===== src/rtl/clk_div_gen.sv =====
// clk_div_gen: programmable divider producing clk_out and a rise strobe
// from clk_in. Ratio changes via div_load/load_ack, applied at period wrap.
// Ports: clk_in, rst (sync, active-high), en, div_ratio, div_load,
//        load_ack, clk_out, tick, busy [, period_cnt].
// Optional: define CLKDIV_STATUS_EN to add the period_cnt status output.
module clk_div_gen #(
  parameter int DIV_W       = 8,
  parameter int DEFAULT_DIV = 4
) (
  input  logic             clk_in,
  input  logic             rst,
  input  logic             en,
  input  logic [DIV_W-1:0] div_ratio,
  input  logic             div_load,
  output logic             load_ack,
  output logic             clk_out,
  output logic             tick,
`ifdef CLKDIV_STATUS_EN
  output logic [15:0]      period_cnt,
`endif
  output logic             busy
);

  typedef enum logic {
    IDLE = 1'b0,
    RUN  = 1'b1
  } state_t;

  state_t           state;
  logic [DIV_W-1:0] cnt;
  logic [DIV_W-1:0] act;
  logic [DIV_W-1:0] pend;
  logic             pend_v;

  logic [DIV_W-1:0] ld_val;
  logic [DIV_W:0]   high_t;
  logic [DIV_W:0]   cnt_inc;
  logic             wrap;

  // Ratios 0 and 1 cannot form a two-phase clock; store them as 2.
  assign ld_val  = (div_ratio < DIV_W'(2)) ? DIV_W'(2) : div_ratio;
  // ceil(N/2) with one spare bit so N = 2^DIV_W-1 cannot overflow.
  assign high_t  = ({1'b0, act} + 1'b1) >> 1;
  assign cnt_inc = {1'b0, cnt} + 1'b1;
  assign wrap    = (cnt == act - 1'b1);

  always_ff @(posedge clk_in) begin
    if (rst) begin
      state    <= IDLE;
      cnt      <= '0;
      act      <= DIV_W'(DEFAULT_DIV);
      pend     <= '0;
      pend_v   <= 1'b0;
      load_ack <= 1'b0;
      clk_out  <= 1'b0;
      tick     <= 1'b0;
      busy     <= 1'b0;
    end else begin
      load_ack <= div_load;
      unique case (state)
        IDLE: begin
          cnt <= '0;
          // No period in flight: a load takes effect at once.
          if (div_load) begin
            act    <= ld_val;
            pend_v <= 1'b0;
          end else if (pend_v) begin
            act    <= pend;
            pend_v <= 1'b0;
          end
          if (en) begin
            state   <= RUN;
            clk_out <= 1'b1;
            tick    <= 1'b1;
            busy    <= 1'b1;
          end else begin
            clk_out <= 1'b0;
            tick    <= 1'b0;
            busy    <= 1'b0;
          end
        end
        RUN: begin
          if (div_load) begin
            pend   <= ld_val;
            pend_v <= 1'b1;
          end
          if (wrap) begin
            cnt <= '0;
            // The older pending value is applied here; a load on
            // this same edge waits for the next boundary.
            if (pend_v) act <= pend;
            if (pend_v && !div_load) pend_v <= 1'b0;
            if (en) begin
              clk_out <= 1'b1;
              tick    <= 1'b1;
            end else begin
              state   <= IDLE;
              clk_out <= 1'b0;
              tick    <= 1'b0;
              busy    <= 1'b0;
            end
          end else begin
            cnt     <= cnt_inc[DIV_W-1:0];
            clk_out <= (cnt_inc < high_t);
            tick    <= 1'b0;
          end
        end
        default: begin
          state <= IDLE;
        end
      endcase
    end
  end

`ifdef CLKDIV_STATUS_EN
  always_ff @(posedge clk_in) begin
    if (rst) begin
      period_cnt <= '0;
    end else if (state == RUN && wrap) begin
      if (period_cnt != 16'hFFFF)
        period_cnt <= period_cnt + 16'd1;
    end
  end
`endif

endmodule


===== config.mk =====
export PLATFORM = sky130hd
export DESIGN_NAME = clk_div_gen
export DESIGN_NICKNAME = d
export VERILOG_FILES = /design/src/rtl/clk_div_gen.sv
export SDC_FILE = /design/constraint.sdc
export NUM_CORES = 1
export LEC_CHECK = 0
export BUFFER_PORTS_ARGS = -buffer_cell sky130_fd_sc_hd__buf_2
export CAP_MARGIN = 20
export CORE_ASPECT_RATIO = 1.1
export CORE_MARGIN = 1
export CORE_UTILIZATION = 50
export CTS_BUF_LIST = sky130_fd_sc_hd__clkbuf_16
export CTS_CLUSTER_SIZE = 24
export DETAILED_ROUTE_END_ITERATION = 8
export MAX_ROUTING_LAYER = met4
export PLACE_DENSITY_LB_ADDON = 0.2
export SLEW_MARGIN = 20
export SYNTH_ARGS = -nofsm -noshare
export SYNTH_HDL_FRONTEND = slang
export SYNTH_SLANG_ARGS = --single-unit

===== constraint.sdc =====
create_clock -name clk_in -period 2.52 [get_ports clk_in]
set_clock_uncertainty 0.1 [all_clocks]
set_input_delay 0.756 -clock clk_in [delete_from_list [all_inputs] [get_ports clk_in]]
set_output_delay 0.756 -clock clk_in [all_outputs]
set_load 0.01 [all_outputs]

# ---- Word-level counts from Yosys, hierarchy flattened
# Cells that the tools add are included.
dict set report op_classes {
  addsub 3
  magnitude_cmp 2
  eq_ne 3
  muxes 21
  bitwise 1
  n_reduce_logical 4
}
# cell count
set op_table {}
lappend op_table {{$mux W8} 5}
lappend op_table {{$pmux W8 S2} 2}
lappend op_table {{$add A8 B1 Y9 const B} 2}
lappend op_table {{$pmux W1 S2} 5}
lappend op_table {{$lt A9 B8 Y1} 1}
lappend op_table {{$mux W1} 9}
lappend op_table {{$eq A8 B8 Y1} 1}
lappend op_table {{$lt A8 B2 Y1 const B} 1}
lappend op_table {{$sub A8 B1 Y8 const B} 1}
lappend op_table {{$reduce_and A2 Y1} 2}
lappend op_table {{$ne A2 B1 Y1 const B} 1}
lappend op_table {{$ne A2 B2 Y1 const B} 1}
lappend op_table {{$logic_and A1 B1 Y1} 1}
lappend op_table {{$logic_not A1 Y1} 1}
lappend op_table {{$not A1 Y1} 1}
dict set report word_totals {
  register_bits 30
  input_bits 12
  output_inout_bits 4
  word_cells 43
}

# ---- Logic depth before layout (Yosys ltp)
dict set report depth {
  ltp_word 5
  ltp_mapped 11
  mapped_depth_nobuf 10
}

# ---- Least setup slack after synthesis
# OpenSTA, ideal clock, no wires.
dict set report synth_path {
  kind {register -> register}
  from {reg act[2]}
  to {reg act[2]}
  arrival_time_ns 2.081
  t_required_ns 2.298
  path_slack_ns 0.217
  path_stages_with_launch 7
  n_path_buf 1
  synth_period_minus_slack_ns 2.303
  path_cell_list {dfxtp_1 -> buf_6 -> or4_4 -> and4bb_1 -> a311oi_2 -> a2111o_1 -> a311o_1}
}
dict set report synth_via {
  elab_chain_cells 3
  word_cells_on_any_way 7
  cone_classes {add/sub: 1; eq/ne: 2; mux: 4}
}
# item line
set synth_rtl {}
lappend synth_rtl {{from (decl)} 31} ;# logic [DIV_W-1:0] act;
lappend synth_rtl {{from (signal assigned)} 51} ;# act <= DIV_W'(DEFAULT_DIV);
lappend synth_rtl {{from (signal assigned)} 65} ;# act <= ld_val;
lappend synth_rtl {{from (signal assigned)} 68} ;# act <= pend;
lappend synth_rtl {{$sub A8 B1 Y8 / $mux W8 (equally long branches)} --}
lappend synth_rtl {{$eq A8 B8 Y1 (tied with other cells)} 45} ;# assign wrap = (cnt == act - 1'b1);
lappend synth_rtl {{$ne A2 B1 Y1 (no source line) / $pmux W8 S2 (equally long branches)} --}
# Several ways; a longest one is shown, not always the timed one. The select of a mux whose other input is x is not followed.
# A chain may end at the register's enable or synchronous reset.

# ---- Final worst setup path
dict set report layout_path {
  from {reg act[0]}
  to {reg act[2]}
}
dict set report layout_via {
  elab_chain_cells 3
}
# item line
set layout_rtl {}
lappend layout_rtl {{$sub A8 B1 Y8} 45}
lappend layout_rtl {{$eq A8 B8 Y1} 45}
lappend layout_rtl {{$ne A2 B1 Y1 (no source line)} --}
# No other way between the ends.

==> impl_metrics.tcl <==
set metrics [dict create \
    drt_iter0_drc 35 \
    power_density_nw_per_um2 588 \
    num_vias 1584 \
    synth_cell_types 44 \
    power_frac_comb_pct 17.0 \
    yosys_warnings 0 \
    cts.clk_slew.worst_paths_ns 0.05 \
    synthArstFlopShare_pct 0 \
    hp-class "register to register" \
    io_pins 16 \
    cts_tree "done" \
    multiInputGateArea_sq_um 1250 \
    p_sw_mw 0.350 \
    num-fill-cells 342 \
    slowest_stage "a2111o_2" \
    clockBufferDepth 2 \
    critical_path_arrival_ns 2.52 \
    row_count 23 \
    r2r_slack_ns 0.05 \
    gr-total-overflow 0 \
    synth_area_sq_um 1920 \
    syn_to_final_growth_pct 15.4 \
    drive_gt1_share_pct 22.3 \
    place_inst 283 \
    dp_hpwl_um 2910 \
    cp.required_ns 2.57 \
    power_leakage_nw 0.888 \
    drv_cap 0 \
    synth_area_leaders "dfxtp_1 (31%), ha_1 (6.5%), xor2_1 (5.5%)" \
    cts_hold_buf 0 \
    h-tree-depth 2 \
    core_area_sq_um 3650 \
    finalHoldViolations 0 \
    drv_slew 0 \
    synth_common_cells "dfxtp_1 (30), nor2_1 (23), nand2_1 (18), a21oi_1 (17)" \
    period_minus_slack_ns 2.47 \
    stdcell_count 292 \
    antenna_found_initial 0 \
    power_frac_seq_pct 40.9 \
    p_total_mw 1.30 \
    ctsRootBufferMaster "clkbuf_16" \
    slowest_delay_ns 0.63 \
    syn_inst 226 \
    via_per_inst 5.42 \
    ir_worst_vdd_v 0.000336 \
    critical_path_class "register to register" \
    synth_edf_count 0 \
    cts_buffers 5 \
    p_clk_share_pct 42.1 \
    die-area_sq_um 4100 \
    seq_area_frac_synth_pct 31.2 \
    max_freq_mhz 404 \
    syn_avg_cell_area_sq_um 8.51 \
    grt_pass1_vias 1515 \
    die_w_um 61.1 \
    gp_congestion 0.759 \
    synth_top_area_share_pct 31.2 \
    yosysTopAreaCell "dfxtp_1" \
    yosysMostFrequentCell "dfxtp_1" \
    port_buffers 15 \
    drc 0 \
    internal_power_mw 0.955 \
    cp-end-kind "register" \
    tightest_slew_ns 0.603 \
    run_status "finished clean" \
    grt_max_degree 19 \
    drtAntennaViolNets 0 \
    layout_worst_path_cycle_share_pct 98.1 \
    setup.worst_path.start_class "register" \
    synth_ff_type "dfxtp_1" \
    wl_um 4080 \
    clk_latency_ns 0.27 \
    dr.pass1.iters 6 \
    initial_core_util_pct 52.6 \
    path_cells "or4_4 > nor2_1 > nand3_1 > a2111o_2 > a311o_1" \
    diodes 0 \
    maxSlewHeadroom_pct 59.7 \
    synth_fp_nets 248 \
    seq_area_sq_um 603 \
    nNetsFinal 264 \
    clock_sinks 30 \
    cp_max_fo 6 \
    synth-seq-cells 30 \
    grt_pass1_wl_um 6620 \
    setup-violations-final 0 \
    die-height_um 67.0 \
    swShare_pct 26.8 \
    wl_per_cell_um 14.0 \
    grt_usage_pct 22.8 \
]
[per-layer routing]
metal / track usage [%] / routed length [um] / vias to the layer above / share of wire, %
met5: - / 0 / - / 0
li1: - / - / 825 / -
met4: 10.5 / 82 / 0 / 2.0
met3: 6.02 / 106 / 9 / 2.6
met1: 25.1 / 1750 / 732 / 43
met2: 37.6 / 2130 / 18 / 52
[final cells by class]
type                            instances  area share, %
Multi-Input combinational cell        174           56.3
Sequential cell                        30           27.2
Timing Repair Buffer                   24           6.43
Clock buffer                            5           5.64
Tap cell                               50           2.82
Inverter                                7           1.18
Clock inverter                          2          0.451
[state kept, by name, indices dropped and copies added (netlist names)]
register	cells
act	8
pend_v	1
state	1
pend	8
cnt	8
busy	1
clk_out	1
tick	1
load_ack	1
[path summary, 6_finish.rpt]
path,from,endpoint,cells past startpoint
worst max-delay path,act[0],act[2],5
worst min-delay path,pend[4],pend[4],2
worst max register to register,act[0],act[2],5
worst min register to register,pend[4],pend[4],2
[what timing repair did]
item,CTS,global route
buffers inserted,0,1
gates resized for setup,0,7
endpoints found under the setup margin,0,13
[cell families (layout without fill, tap and decap cells)]
logic type | count (synthesis) | in the layout | share of synthesized area (%)
DFF | 30 | 30 | 31.2
adders and majority gates | 10 | 10 | 6.51
muxes | 6 | 6 | 3.12
xor gates and xnor gates | 23 | 23 | 11.5
and+or+nand+nor | 83 | 84 | 24.4
buffers and inverters | 23 | 38 | 5.60
AOI/OAI and AO/OA | 51 | 51 | 17.7
[layout by cell type (no fill, tap or decap), types with 2 or more instances in the layout]
master / instances
a21oi_2: 2
clkinv_2: 2
nor2_1: 23
buf_2: 15
a211oi_1: 6
clkbuf_16: 5
xor2_1: 12
buf_4: 9
nand2_1: 18
o21ai_0: 8
o21ai_1: 7
nor3b_2: 8
and2_1: 2
dfxtp_1: 28
mux2i_1: 6
dfxtp_2: 2
nand2b_1: 6
xnor2_1: 10
and3_1: 3
ha_1: 10
a21oi_1: 16
inv_1: 7
nand3_1: 11
nor3_1: 2
nor2b_1: 3
[power by group through the flow]
| stage | logic, mW | registers, mW | clock network, mW |
|---|---|---|---|
| floorplan | 0.176 | 0.524 | 0 |
| global placement | 0.210 | 0.538 | 0 |
| detailed placement | 0.210 | 0.539 | 0 |
| CTS | 0.213 | 0.529 | 0.561 |
| global route | 0.251 | 0.537 | 0.583 |
| finish | 0.222 | 0.534 | 0.549 |
[worst max-delay path, delay by kind of cell (launching register included)]
| family | cells | cell delay [ns] |
|---|---|---|
| AO/OA/AOI/OAI | 2 | 1.02 |
| AND/OR/NAND/NOR | 3 | 0.89 |
| flip-flops | 1 | 0.34 |
[metrics by stage]
step	cell area, sq um	hold WS [ns]	setup WS (ns)	TNS (ns)	utilization (%)
6_report	2220	0.353	0.0474	0	60.7
4_1_cts	2170	0.355	0.0634	0	59.5
3_5_place_dp	2040	0.348	0.0756	0	55.8
2_1_floorplan	1920	0.336	0.217	0	-
3_3_place_gp	2040	0.343	0.107	0	55.8
5_1_grt	2220	0.371	-0.0493	-0.0493	60.7
Power figures use the tool's default switching activity.
